**config.mk**
```make
export PLATFORM = sky130hd
export DESIGN_NAME = divisor_multi
export DESIGN_NICKNAME = d
export VERILOG_FILES = /design/src/rtl/divisor_pkg.sv /design/src/rtl/divisor_channel.sv /design/src/rtl/divisor_multi.sv
export SDC_FILE = /design/constraint.sdc
export NUM_CORES = 1
export LEC_CHECK = 0
export ABC_AREA = 1
export CAP_MARGIN = 20
export CORE_MARGIN = 2
export CORE_UTILIZATION = 44
export DETAILED_ROUTE_END_ITERATION = 16
export GPL_ROUTABILITY_DRIVEN = 0
export SLEW_MARGIN = 20
export SYNTH_ARGS = -nofsm -noshare
export SYNTH_HDL_FRONTEND = slang
export SYNTH_SLANG_ARGS = --single-unit
```
**constraint.sdc**
```tcl
create_clock -name iClk -period 1.99 [get_ports iClk]
set_input_delay 0.597 -clock iClk [delete_from_list [all_inputs] [get_ports iClk]]
set_output_delay 0.597 -clock iClk [all_outputs]
set_load 0.02 [all_outputs]
```
**src/rtl/divisor_pkg.sv**
```systemverilog
`default_nettype none
// ============================================================================
// Module   : divisor_pkg
// Purpose  : Shared types, constants and helpers for the multi-channel
//            clock-enable generator.
// Revision : 1.0 - initial multi-channel release
// ============================================================================
package divisor_pkg;

    // Output behaviour of a channel: single-cycle tick or 50 % square enable.
    typedef enum logic {
        MODE_PULSE  = 1'b0,
        MODE_SQUARE = 1'b1
    } mode_e;

    // Terminal value every channel starts from (legacy 24-bit divisor value).
    localparam int DEFAULT_DIV = 12500000;

    // Width of a channel index; never narrower than one bit.
    function automatic int sel_width(input int n);
        return (n > 1) ? $clog2(n) : 1;
    endfunction

endpackage
`default_nettype wire

```
**src/rtl/divisor_channel.sv**
```systemverilog
`default_nettype none
// ============================================================================
// Module   : divisor_channel
// Purpose  : One divider slice: period counter, deferred-load shadow and the
//            registered pulse/square output.
// Revision : 1.0 - initial multi-channel release
// ============================================================================
module divisor_channel #(
    parameter int WIDTH       = 24,
    parameter int DEFAULT_DIV = 12500000
) (
    input  logic             iClk,
    input  logic             iReset,
    input  logic             ce,
    input  logic             en,
    input  logic             load,
    input  logic             load_imm,
    input  logic [WIDTH-1:0] load_div,
    input  logic             load_mode,
    output logic             tick,
    output logic             pending
);
    import divisor_pkg::*;

    localparam logic [WIDTH-1:0] c_reset_div = WIDTH'(DEFAULT_DIV);
    localparam logic [WIDTH-1:0] c_one       = WIDTH'(1);

    logic [WIDTH-1:0] r_count;
    logic [WIDTH-1:0] r_div;
    logic [WIDTH-1:0] r_sh_div;
    mode_e            r_mode;
    mode_e            r_sh_mode;
    logic             r_pending;
    logic             r_out;

    logic             w_terminal;
    logic [WIDTH-1:0] w_wrap_div;
    mode_e            w_wrap_mode;
    logic             w_wrap_out;

    // Terminal detection and the values the channel adopts at a wrap
    // (a pending shadow takes over exactly at the wrap).
    always_comb begin
        w_terminal  = (r_count == r_div);
        w_wrap_div  = r_pending ? r_sh_div  : r_div;
        w_wrap_mode = r_pending ? r_sh_mode : r_mode;
        w_wrap_out  = 1'b0;
        if (w_wrap_mode == MODE_PULSE) begin
            w_wrap_out = 1'b1;
        end else if (w_wrap_mode == r_mode) begin
            w_wrap_out = ~r_out;
        end else begin
            // Entering square mode always starts from a low level.
            w_wrap_out = 1'b0;
        end
    end

    // Counter, shadow and output update; reset, then immediate loads, win.
    always_ff @(posedge iClk) begin
        if (iReset) begin
            r_count   <= '0;
            r_div     <= c_reset_div;
            r_mode    <= MODE_PULSE;
            r_sh_div  <= c_reset_div;
            r_sh_mode <= MODE_PULSE;
            r_pending <= 1'b0;
            r_out     <= 1'b0;
        end else if (load && load_imm) begin
            r_div     <= load_div;
            r_mode    <= mode_e'(load_mode);
            r_count   <= '0;
            r_out     <= 1'b0;
            r_pending <= 1'b0;
        end else begin
            if (!en) begin
                // A disabled channel has no wrap to wait for: flush the shadow.
                r_count <= '0;
                r_out   <= 1'b0;
                if (r_pending) begin
                    r_div  <= r_sh_div;
                    r_mode <= r_sh_mode;
                end
                r_pending <= 1'b0;
            end else if (!ce) begin
                // Frozen: a pulse must not stretch, a square level is kept.
                if (r_mode == MODE_PULSE) begin
                    r_out <= 1'b0;
                end
            end else if (w_terminal) begin
                r_count   <= '0;
                r_div     <= w_wrap_div;
                r_mode    <= w_wrap_mode;
                r_out     <= w_wrap_out;
                r_pending <= 1'b0;
            end else begin
                r_count <= r_count + c_one;
                if (r_mode == MODE_PULSE) begin
                    r_out <= 1'b0;
                end
            end
            // A deferred load lands after any wrap above, so it waits for the next one.
            if (load) begin
                r_sh_div  <= load_div;
                r_sh_mode <= mode_e'(load_mode);
                r_pending <= 1'b1;
            end
        end
    end

    assign tick    = r_out;
    assign pending = r_pending;

endmodule
`default_nettype wire

```
**src/rtl/divisor_multi.sv**
```systemverilog
`default_nettype none
// ============================================================================
// Module   : divisor_multi
// Purpose  : Multi-channel runtime-programmable clock-enable generator.
//            Decodes and range-checks load requests, acknowledges them and
//            fans them out to the per-channel divider slices.
// Revision : 1.0 - initial multi-channel release
// ============================================================================
module divisor_multi #(
    parameter int WIDTH       = 24,
    parameter int CHANNELS    = 2,
    parameter int DEFAULT_DIV = divisor_pkg::DEFAULT_DIV
) (
    input  logic                                        iClk,
    input  logic                                        iReset,
    input  logic                                        iCE,
    input  logic [CHANNELS-1:0]                         ivChEn,
    input  logic                                        iLoad,
    input  logic [divisor_pkg::sel_width(CHANNELS)-1:0] ivLoadCh,
    input  logic [WIDTH-1:0]                            ivLoadDiv,
    input  logic                                        iLoadMode,
    input  logic                                        iLoadImm,
    output logic [CHANNELS-1:0]                         ovTick,
    output logic [CHANNELS-1:0]                         ovPending,
    output logic                                        oLoadAck
);
    localparam int              SEL_W      = divisor_pkg::sel_width(CHANNELS);
    localparam logic [SEL_W:0]  c_channels = (SEL_W + 1)'(CHANNELS);

    logic w_load_valid;
    logic r_load_ack;

    // A load naming a channel that does not exist is dropped silently.
    assign w_load_valid = iLoad && ({1'b0, ivLoadCh} < c_channels);

    // Acknowledge every accepted load one cycle after it is sampled.
    always_ff @(posedge iClk) begin
        if (iReset) begin
            r_load_ack <= 1'b0;
        end else begin
            r_load_ack <= w_load_valid;
        end
    end

    assign oLoadAck = r_load_ack;

    for (genvar g = 0; g < CHANNELS; g++) begin : g_channel
        logic w_hit;

        assign w_hit = w_load_valid && (ivLoadCh == SEL_W'(g));

        divisor_channel #(
            .WIDTH       (WIDTH),
            .DEFAULT_DIV (DEFAULT_DIV)
        ) u_channel (
            .iClk      (iClk),
            .iReset    (iReset),
            .ce        (iCE),
            .en        (ivChEn[g]),
            .load      (w_hit),
            .load_imm  (iLoadImm),
            .load_div  (ivLoadDiv),
            .load_mode (iLoadMode),
            .tick      (ovTick[g]),
            .pending   (ovPending[g])
        );
    end

endmodule
`default_nettype wire

```
# ---- Word-level counts from Yosys, hierarchy flattened
# Cells that the tools add are included.
dict set report totals {
  latchBits 0
  ram_bits 0
  out_inout_bits 5
  romBits 0
  n_memories 0
  register_bits 153
  inputBits 33
}
dict set report classes {
  shifts 0
  bitwise 7
  addsub 2
  n_eq_ne 12
  div_mod_pow 0
  reduce_logical 14
  n_mul 0
  order_cmp 0
  n_mux 40
}
# op n
set ops {}
lappend ops {{$mux W24} 12}
lappend ops {{$add A24 B1 Y24 const B} 2}
lappend ops {{$eq A24 B24 Y1} 2}
lappend ops {{$mux W1} 28}
lappend ops {{$ne A3 B1 Y1 const B} 4}
lappend ops {{$ne A3 B2 Y1 const B} 4}
lappend ops {{$reduce_and A2 Y1} 6}
lappend ops {{$not A1 Y1} 7}
lappend ops {{$reduce_or A3 Y1} 2}
lappend ops {{$logic_and A1 B1 Y1} 4}
lappend ops {{$reduce_or A2 Y1} 2}
lappend ops {{$eq A1 B1 Y1} 2}

# ---- Depth between registers and ports, before layout
# Gate-level depths: netlist (run 1).
dict set report logic_depth {
  ltp_word 6
  depth_mapped 13
  depth_no_buf 12
}

# ---- Hierarchy
# From an unflattened synthesis (run 1), not the netlist that was laid out.
dict set report unflattened {
  hier_cells 1240
  hier_area_um2 7701.1
}
# module seq_area_each_um2 area_each_um2 cells_each instances
set modules_own_cells {}
lappend modules_own_cells {divisor_channel 1521.5 3831.2 617 2}
lappend modules_own_cells {divisor_multi 20.0 38.8 6 1}

# ---- Worst setup path before layout (run 1)
# No wires, ideal clock.
dict set report synth_timing {
  kind {input to register}
  start {input port iCE}
  end {register g_channel[1].u_channel.r_count[21]}
  t_arrival_ns 1.665
  path_buffers 1
  path_stages 12
  setup_time_ns 0.117
  slack_ns 0.208
  cell_sequence {buf_4 nand3_2 nor2_2 nand2_1 nor2_2 nand2_2 nor2_1 nand2_1 inv_1 nand3_1 nand2_1 nor2_1}
}
# item line_no
set synth_lines {}
lappend synth_lines {{start: declaration} divisor_multi.sv:16} ;# input logic iCE,
lappend synth_lines {{end signal: assignment} divisor_channel.sv:96} ;# r_count <= r_count + c_one;
lappend synth_lines {{end: declaration} divisor_channel.sv:28} ;# logic [WIDTH-1:0] r_count;

# ---- Final worst setup path (run 1)
dict set report layout_timing {
  start {register r_load_ack, in the netlist oLoadAck}
  end {output port oLoadAck}
}
# item line_no
set layout_lines {}
lappend layout_lines {{start: declaration} divisor_multi.sv:31} ;# logic r_load_ack;
lappend layout_lines {{start signal: assignment} divisor_multi.sv:41} ;# r_load_ack <= w_load_valid;
lappend layout_lines {{end: declaration} divisor_multi.sv:25} ;# output logic oLoadAck
# No word-level cell between the ends.

==> out/qor.yml, run 1 <==
drt:
  wirelength_um: 20800
  viasPerCell: 4.91
  drc: 0
  dr_wl_met2_um: 9030
  drt_pass1_iterations: 7
  highest_layer: "met4"
  wl_per_cell_um: 13.8
  drtAntennaViolNets: 0
  drt-met1-wl_um: 10800
  wl_met3_um: 793
  vias: 7420
  drt_iter0_markers: 507
grt:
  overflow: 0
  grt_usage_pct: 23.1
  grt_pass1_wl_um: 33800
  grt_max_degree: 61
  grt_pass1_vias: 6827
  antenna_found_initial: 0
cts:
  cts_tree: "done"
  clockBufferDepth: 2
  cts_htree_levels: 4
  numCtsBuffers: 17
  cts.clk_slew.worst_paths_ns: 0.07
  holdBufCountCts: 0
  clock_latency_ns: 0.44
  root_buffer: "clkbuf_16"
  cts.sinks: 153
place:
  io_buffer_count: 37
  hpwl_um: 14900
  place_inst: 1472
  placed_cell_area_um2: 8720
worst_setup_path:
  slowest_delay_ns: 0.60
  cp.required_ns: 1.39
  arrival_ns: 1.35
  cp_max_fo: 1
  cp_cell_sequence: "clkdlybuf4s50_1"
  path_buf_inv: 1
  cp_slowest_cell: "clkdlybuf4s50_1"
  worst-setup-path-type: "reg -> out"
  cp-start-kind: "register"
  end_kind: "primary output"
  crit_family: "buffers and inverters"
synthesis:
  synth_warnings: 0
  synth-async-reset-ratio_pct: 0
  seq_area_frac_synth_pct: 39.4
  synth_ff_type: "dfxtp_1"
  ys_ff_latch: 153
  synth_nets: 1235
  synth_cell_types: 32
  syn_inst: 1200
  yosys-top-cells-count: "nand2_1, dfxtp_1, nor2_1"
  synth_area_per_cell_um2: 6.48
  syn_area_um2: 7770
  synth_area_leader_cell: "dfxtp_1"
  yosysTopAreaCellShare_pct: 39.4
  synth-edff-count: 0
  synth.area.top_cells: "dfxtp_1, nand2_1, nor2_1"
  yosysMostFrequentCell: "nand2_1"
min_path:
  hold_class: "reg -> reg"
sta:
  hold_viol_final: 0
  min_period_ns: 1.95
  worst_slew_pin_slew_ns: 0.487
  clock_skew_ns: 0.00965
  max_freq_mhz: 513
  fin_crit_sh_pct: 98.0
  setup_viol: 0
  drv_slew: 0
  slew_headroom_pct: 67.3
die:
  die_w_um: 137
  row_count: 48
  die_y_um: 137
  dieArea_um2: 18700
  core_um2: 17300
  start_util_pct: 45.0
  io_pins: 38
cells_and_area:
  num-nets-final: 1308
  drive_gt1_share_pct: 11.4
  final_cells: 1511
  n_antenna_cell: 0
  area_growth_pct: 21.0
  fillerInstances: 1758
  fin_area_um2: 9400
power:
  p_int_mw: 5.14
  seqPwrFrac_pct: 45.6
  powerDensity_nw_per_um2: 760
  vdd_drop_max_mv: 0.637
  switching_share_pct: 28.1
  p_leak_nw: 4.43
  switchingPower_mw: 2.00
  power_mw: 7.14
  clkPwrFrac_pct: 43.5
  p_comb_share_pct: 10.9
flow_run:
  drv_cap: 0
run_status:
  status: "completed"
## power groups by stage
stage | sequential, mW | combinational [mW] | clock (mW)
after floorplan | 3.30 | 0.480 | 0
after global placement | 3.32 | 0.730 | 0
after detailed placement | 3.32 | 0.737 | 0
after CTS | 3.26 | 0.758 | 3.17
after global routing | 3.27 | 0.886 | 3.29
final | 3.26 | 0.777 | 3.11
## area by class of cell
class	count	area, um^2	area share [%]
multi-input combinational	863	4040	42.9
clock inverter	15	129	1.37
tap	225	282	2.99
clock buffer	17	425	4.52
inverter	140	526	5.59
timing repair buffer	98	930	9.89
sequential	153	3080	32.7
## cells in the final DEF, fill, tap and decap left out, types with 8 or more instances in the layout
master | synthesis | routed
nand2_1 | 372 | 367
nor2_1 | 151 | 150
dfxtp_1 | 153 | 143
inv_1 | 126 | 124
o21ai_0 | 88 | 88
nand3_1 | 73 | 72
buf_4 | 5 | 51
a21oi_1 | 44 | 44
clkdlybuf4s50_1 | 0 | 32
xor2_1 | 27 | 27
o211ai_1 | 25 | 25
nand4_1 | 23 | 23
nor3_1 | 22 | 22
clkbuf_16 | 0 | 17
inv_2 | 14 | 16
inv_6 | 0 | 10
dfxtp_2 | 0 | 10
buf_12 | 0 | 8
## stage by stage
step | hold WS (ns) | util (%) | setup TNS [ns] | setup WS [ns]
6_report | 0.475 | 54.4 | 0 | 0.0393
3_5_place_dp | 0.462 | 50.4 | -48.74 | -0.537
5_1_grt | 0.489 | 54.4 | -0.00531 | -0.00531
2_1_floorplan | 0.429 | - | 0 | 0.208
3_3_place_gp | 0.456 | 50.4 | -44.75 | -0.485
4_1_cts | 0.479 | 53.9 | 0 | 0.0261
## metal layers
metal | vias up | GRT usage, %
met2 | 124 | 35.5
met3 | 18 | 5.26
met4 | 0 | 6.30
li1 | 3965 | -
met1 | 3313 | 32.3
met5 | - | 0
## worst reg2reg max path, cell delays in order, from the launching register on
cell and delay, ns:
dfxtp_1 0.41, inv_1 0.10, nand2_1 0.09, nand2_1 0.05, nor2_1 0.09, nand2_1 0.06
nor2_1 0.14, nand2_2 0.10, o21bai_4 0.18, buf_12 0.15, buf_4 0.19, nand3_1 0.11
nand3_1 0.09
## timing repair
action                     4_1_cts  5_1_grt
resized for setup               10       17
pin swaps                        4        3
hold endpoints to repair         0        0
cloned                           2        2
setup endpoints to repair       41       67
setup buffers                    2        1
## final timing paths
kind | end | slack (ns) | from | cells past startpoint
min reg2reg | g_channel[1].u_channel.r_sh_div[10]$_SDFFE_PP1P_ | 0.47 | g_channel[1].u_channel.r_sh_div[10]$_SDFFE_PP1P_ | 2
min | g_channel[1].u_channel.r_sh_div[10]$_SDFFE_PP1P_ | 0.47 | g_channel[1].u_channel.r_sh_div[10]$_SDFFE_PP1P_ | 2
max | oLoadAck | 0.04 | oLoadAck$_SDFF_PP0_ | 1
max reg2reg | g_channel[0].u_channel.r_div[23]$_SDFFE_PP1P_ | 0.17 | g_channel[0].u_channel.r_count[16]$_SDFFE_PP0P_ | 12
## cell families (layout without fill, tap and decap cells)
family / count (synthesis) / after routing / share of synthesized area [%]
and+or+nand+nor: 669 / 673 / 35.9
buffers and inverters: 188 / 270 / 9.74
AOI/OAI and AO/OA: 161 / 161 / 11.6
DFF: 153 / 153 / 39.4
xor gates and xnor gates: 27 / 27 / 3.04
adders and majority gates: 2 / 2 / 0.322
## sequential cells by signal, summed over array words and instances (netlist names)
name / count
g_channel.u_channel.r_count: 48
g_channel.u_channel.pending: 2
g_channel.u_channel.r_div: 48
g_channel.u_channel.r_sh_mode: 2
oLoadAck: 1
g_channel.u_channel.r_mode: 2
g_channel.u_channel.r_sh_div: 48
g_channel.u_channel.tick: 2
No activity file was read; power rests on OpenSTA's default activity.
==> run 2, diff against run 1 <==
--- a/config.mk
+++ b/config.mk
@@ -7,10 +7,13 @@
 export LEC_CHECK = 0
 export ABC_AREA = 1
 export CAP_MARGIN = 20
+export CELL_PAD_IN_SITES_DETAIL_PLACEMENT = 1
+export CELL_PAD_IN_SITES_GLOBAL_PLACEMENT = 2
 export CORE_MARGIN = 2
-export CORE_UTILIZATION = 44
+export CORE_UTILIZATION = 33
 export DETAILED_ROUTE_END_ITERATION = 16
 export GPL_ROUTABILITY_DRIVEN = 0
+export PLACE_DENSITY_LB_ADDON = 0.1
 export SLEW_MARGIN = 20
 export SYNTH_ARGS = -nofsm -noshare
 export SYNTH_HDL_FRONTEND = slang
==> run 2 against run 1 <==
Effect of this change: die area grew 32%; non-clock buffer count rose by 17; sequential power about the same; maximum frequency up 4.1%; clock power is 10% higher; count of clock-buffer cells in the layout stayed put; first-iteration DRC count shrank 36%; sequential share of layout area is 0.86 points lower; sequential cell count did not move.
==> out/qor.yml, run 2 (synthesized netlist as in run 1, its figures left out) <==
die:
  start_util_pct: 33.3  # was 45.0%
  die_w_um: 157  # was 137 um
  dieArea_um2: 24800  # was 18,700 um^2
  core_um2: 23300  # was 17,300 um^2
  row_count: 56  # was 48
  io_pins: 38  # unchanged
  die_y_um: 157  # was 137 um
run_status:
  status: "completed"  # unchanged
power:
  vdd_drop_max_mv: 0.445  # was 0.637 mV
  powerDensity_nw_per_um2: 774  # was 760 nW/um^2
  p_comb_share_pct: 10.6  # was 10.9%
  seqPwrFrac_pct: 43.7  # was 45.6%
  clkPwrFrac_pct: 45.8  # was 43.5%
  p_int_mw: 5.41  # was 5.14 mW
  p_leak_nw: 4.54  # was 4.43 nW
  switching_share_pct: 27.5  # was 28.1%
  switchingPower_mw: 2.05  # was 2.00 mW
  power_mw: 7.46  # was 7.14 mW
drt:
  wirelength_um: 24300  # was 20,800 um
  wl_per_cell_um: 15.0  # was 13.8 um
  drt_pass1_iterations: 5  # was 7
  vias: 7579  # was 7,420
  drc: 0  # unchanged
  viasPerCell: 4.68  # was 4.91
  drtAntennaViolNets: 0  # unchanged
  drt_iter0_markers: 325  # was 507
flow_run:
  drv_cap: 0  # unchanged
cts:
  clock_latency_ns: 0.44  # about the same
  clockBufferDepth: 2  # unchanged
  cts_htree_levels: 4  # unchanged
  cts.sinks: 153  # unchanged
  numCtsBuffers: 17  # unchanged
  postCtsSetupBuffers: 0  # was 2
  holdBufCountCts: 0  # unchanged
  root_buffer: "clkbuf_16"  # unchanged
  cts.clk_slew.worst_paths_ns: 0.07  # about the same
  cts_tree: "done"  # unchanged
sta:
  max_freq_mhz: 533  # was 513 MHz
  hold_viol_final: 0  # unchanged
  min_period_ns: 1.87  # was 1.95 ns
  setup_viol: 0  # unchanged
  slew_headroom_pct: 68.2  # was 67.3%
  drv_slew: 0  # unchanged
  clock_skew_ns: 0.0115  # was 0.00965 ns
  fin_crit_sh_pct: 94.2  # was 98.0%
  worst_slew_pin_slew_ns: 0.473  # was 0.487 ns
  setup_ws_ns: 0.116  # was 0.0393 ns
  fin_setup_tns_ns: 0  # unchanged
worst_setup_path:
  end_kind: "register"  # was primary output
  r2r_setup_slack_ns: 0.17  # about the same
  arrival_ns: 2.20  # was 1.35 ns
  cp_max_fo: 19  # was 1
  worst-setup-path-type: "in -> reg"  # was reg -> out
  cp.required_ns: 2.32  # was 1.39 ns
  cp-start-kind: "input port"  # was register
min_path:
  hold_class: "reg -> reg"  # unchanged
cells_and_area:
  n_antenna_cell: 0  # unchanged
  fillerInstances: 3075  # was 1,758
  num-nets-final: 1321  # was 1,308
  area_growth_pct: 24.0  # was 21.0%
  largest_registers: "g_channel.u_channel.r_count x48, g_channel.u_channel.r_div x48, g_channel.u_channel.r_sh_div x48"  # unchanged
  layout_common_cells: "nand2_1, nor2_1, dfxtp_1"  # unchanged
  layout_commonest_cell: "nand2_1"  # unchanged
  drive_gt1_share_pct: 11.8  # was 11.4%
grt:
  grt_pass1_wl_um: 39700  # was 33,800 um
  antenna_found_initial: 0  # unchanged
  overflow: 0  # unchanged
  grt_max_degree: 45  # was 61
  grt_pass1_vias: 7573  # was 6,827
  grt_usage_pct: 20.6  # was 23.1%
place:
  io_buffer_count: 37  # unchanged
  hpwl_um: 18900  # was 14,900 um
  dp_slack_ns: -0.522  # was -0.537 ns
[run 2: critical path, cell delays in order]
cell	delay (ns)
clkdlybuf4s50_1	0.48
inv_1	0.05
nor2_1	0.12
nand2_1	0.16
nand2_1	0.16
inv_1	0.07
nand2_1	0.12
inv_1	0.11
nand2_2	0.10
buf_12	0.17
nor2_1	0.06
[run 2: area by class of cell]
class                      count  area (um^2)  share of cell area (%)
multi-input combinational    859         3980                    41.3
sequential                   153         3070                    31.8
timing repair buffer         115         1060                    11.0
inverter                     140          526                    5.45
clock buffer                  17          425                    4.41
tap                          319          399                    4.14
clock inverter                15          180                    1.87
[run 2: path summary, 6_finish.rpt]
check | depth (start not counted) | start | to
worst max-delay path | 11 | iLoad | g_channel[0].u_channel.r_count[7]$_SDFFE_PP0P_
worst max register to register | 12 | g_channel[0].u_channel.r_count[8]$_SDFFE_PP0P_ | g_channel[0].u_channel.r_div[3]$_SDFFE_PP0P_
worst min-delay path | 2 | g_channel[0].u_channel.r_sh_div[17]$_SDFFE_PP1P_ | g_channel[0].u_channel.r_sh_div[17]$_SDFFE_PP1P_
worst min register to register | 2 | g_channel[0].u_channel.r_sh_div[17]$_SDFFE_PP1P_ | g_channel[0].u_channel.r_sh_div[17]$_SDFFE_PP1P_
[run 2: timing repair]
action,4_1_cts,5_1_grt
hold endpoints to repair,0,0
resized for setup,8,11
pin swaps,1,0
setup endpoints to repair,72,51
[run 2: through the flow]
step                cell area [um^2]  cells  hold slack [ns]  util [%]
finish                          9640   1618            0.475      41.3
global route                    9640   1618            0.505      41.3
global placement                9010   1586            0.456      38.6
CTS                             9610   1618            0.480      41.2
floorplan                       7770   1200            0.429         -
detailed placement              9010   1586            0.462      38.6
[run 2: metal layers]
layer	part of all wire, %	routed length [um]	vias up	global-route usage (%)
met5	0	0	-	0
met4	1.5	368	0	6.10
met3	2.6	633	23	3.00
met2	45	10900	90	32.9
met1	51	12400	3474	28.7
li1	-	-	3992	-
[run 2: power groups by stage]
| stage | Sequential (mW) | Clock (mW) | Combinational (mW) |
|---|---|---|---|
| 2_1_floorplan | 3.30 | 0 | 0.480 |
| 3_5_place_dp | 3.33 | 0 | 0.798 |
| 3_3_place_gp | 3.33 | 0 | 0.785 |
| 5_1_grt | 3.27 | 3.63 | 0.906 |
| 4_1_cts | 3.26 | 3.53 | 0.802 |
| 6_report | 3.26 | 3.42 | 0.789 |
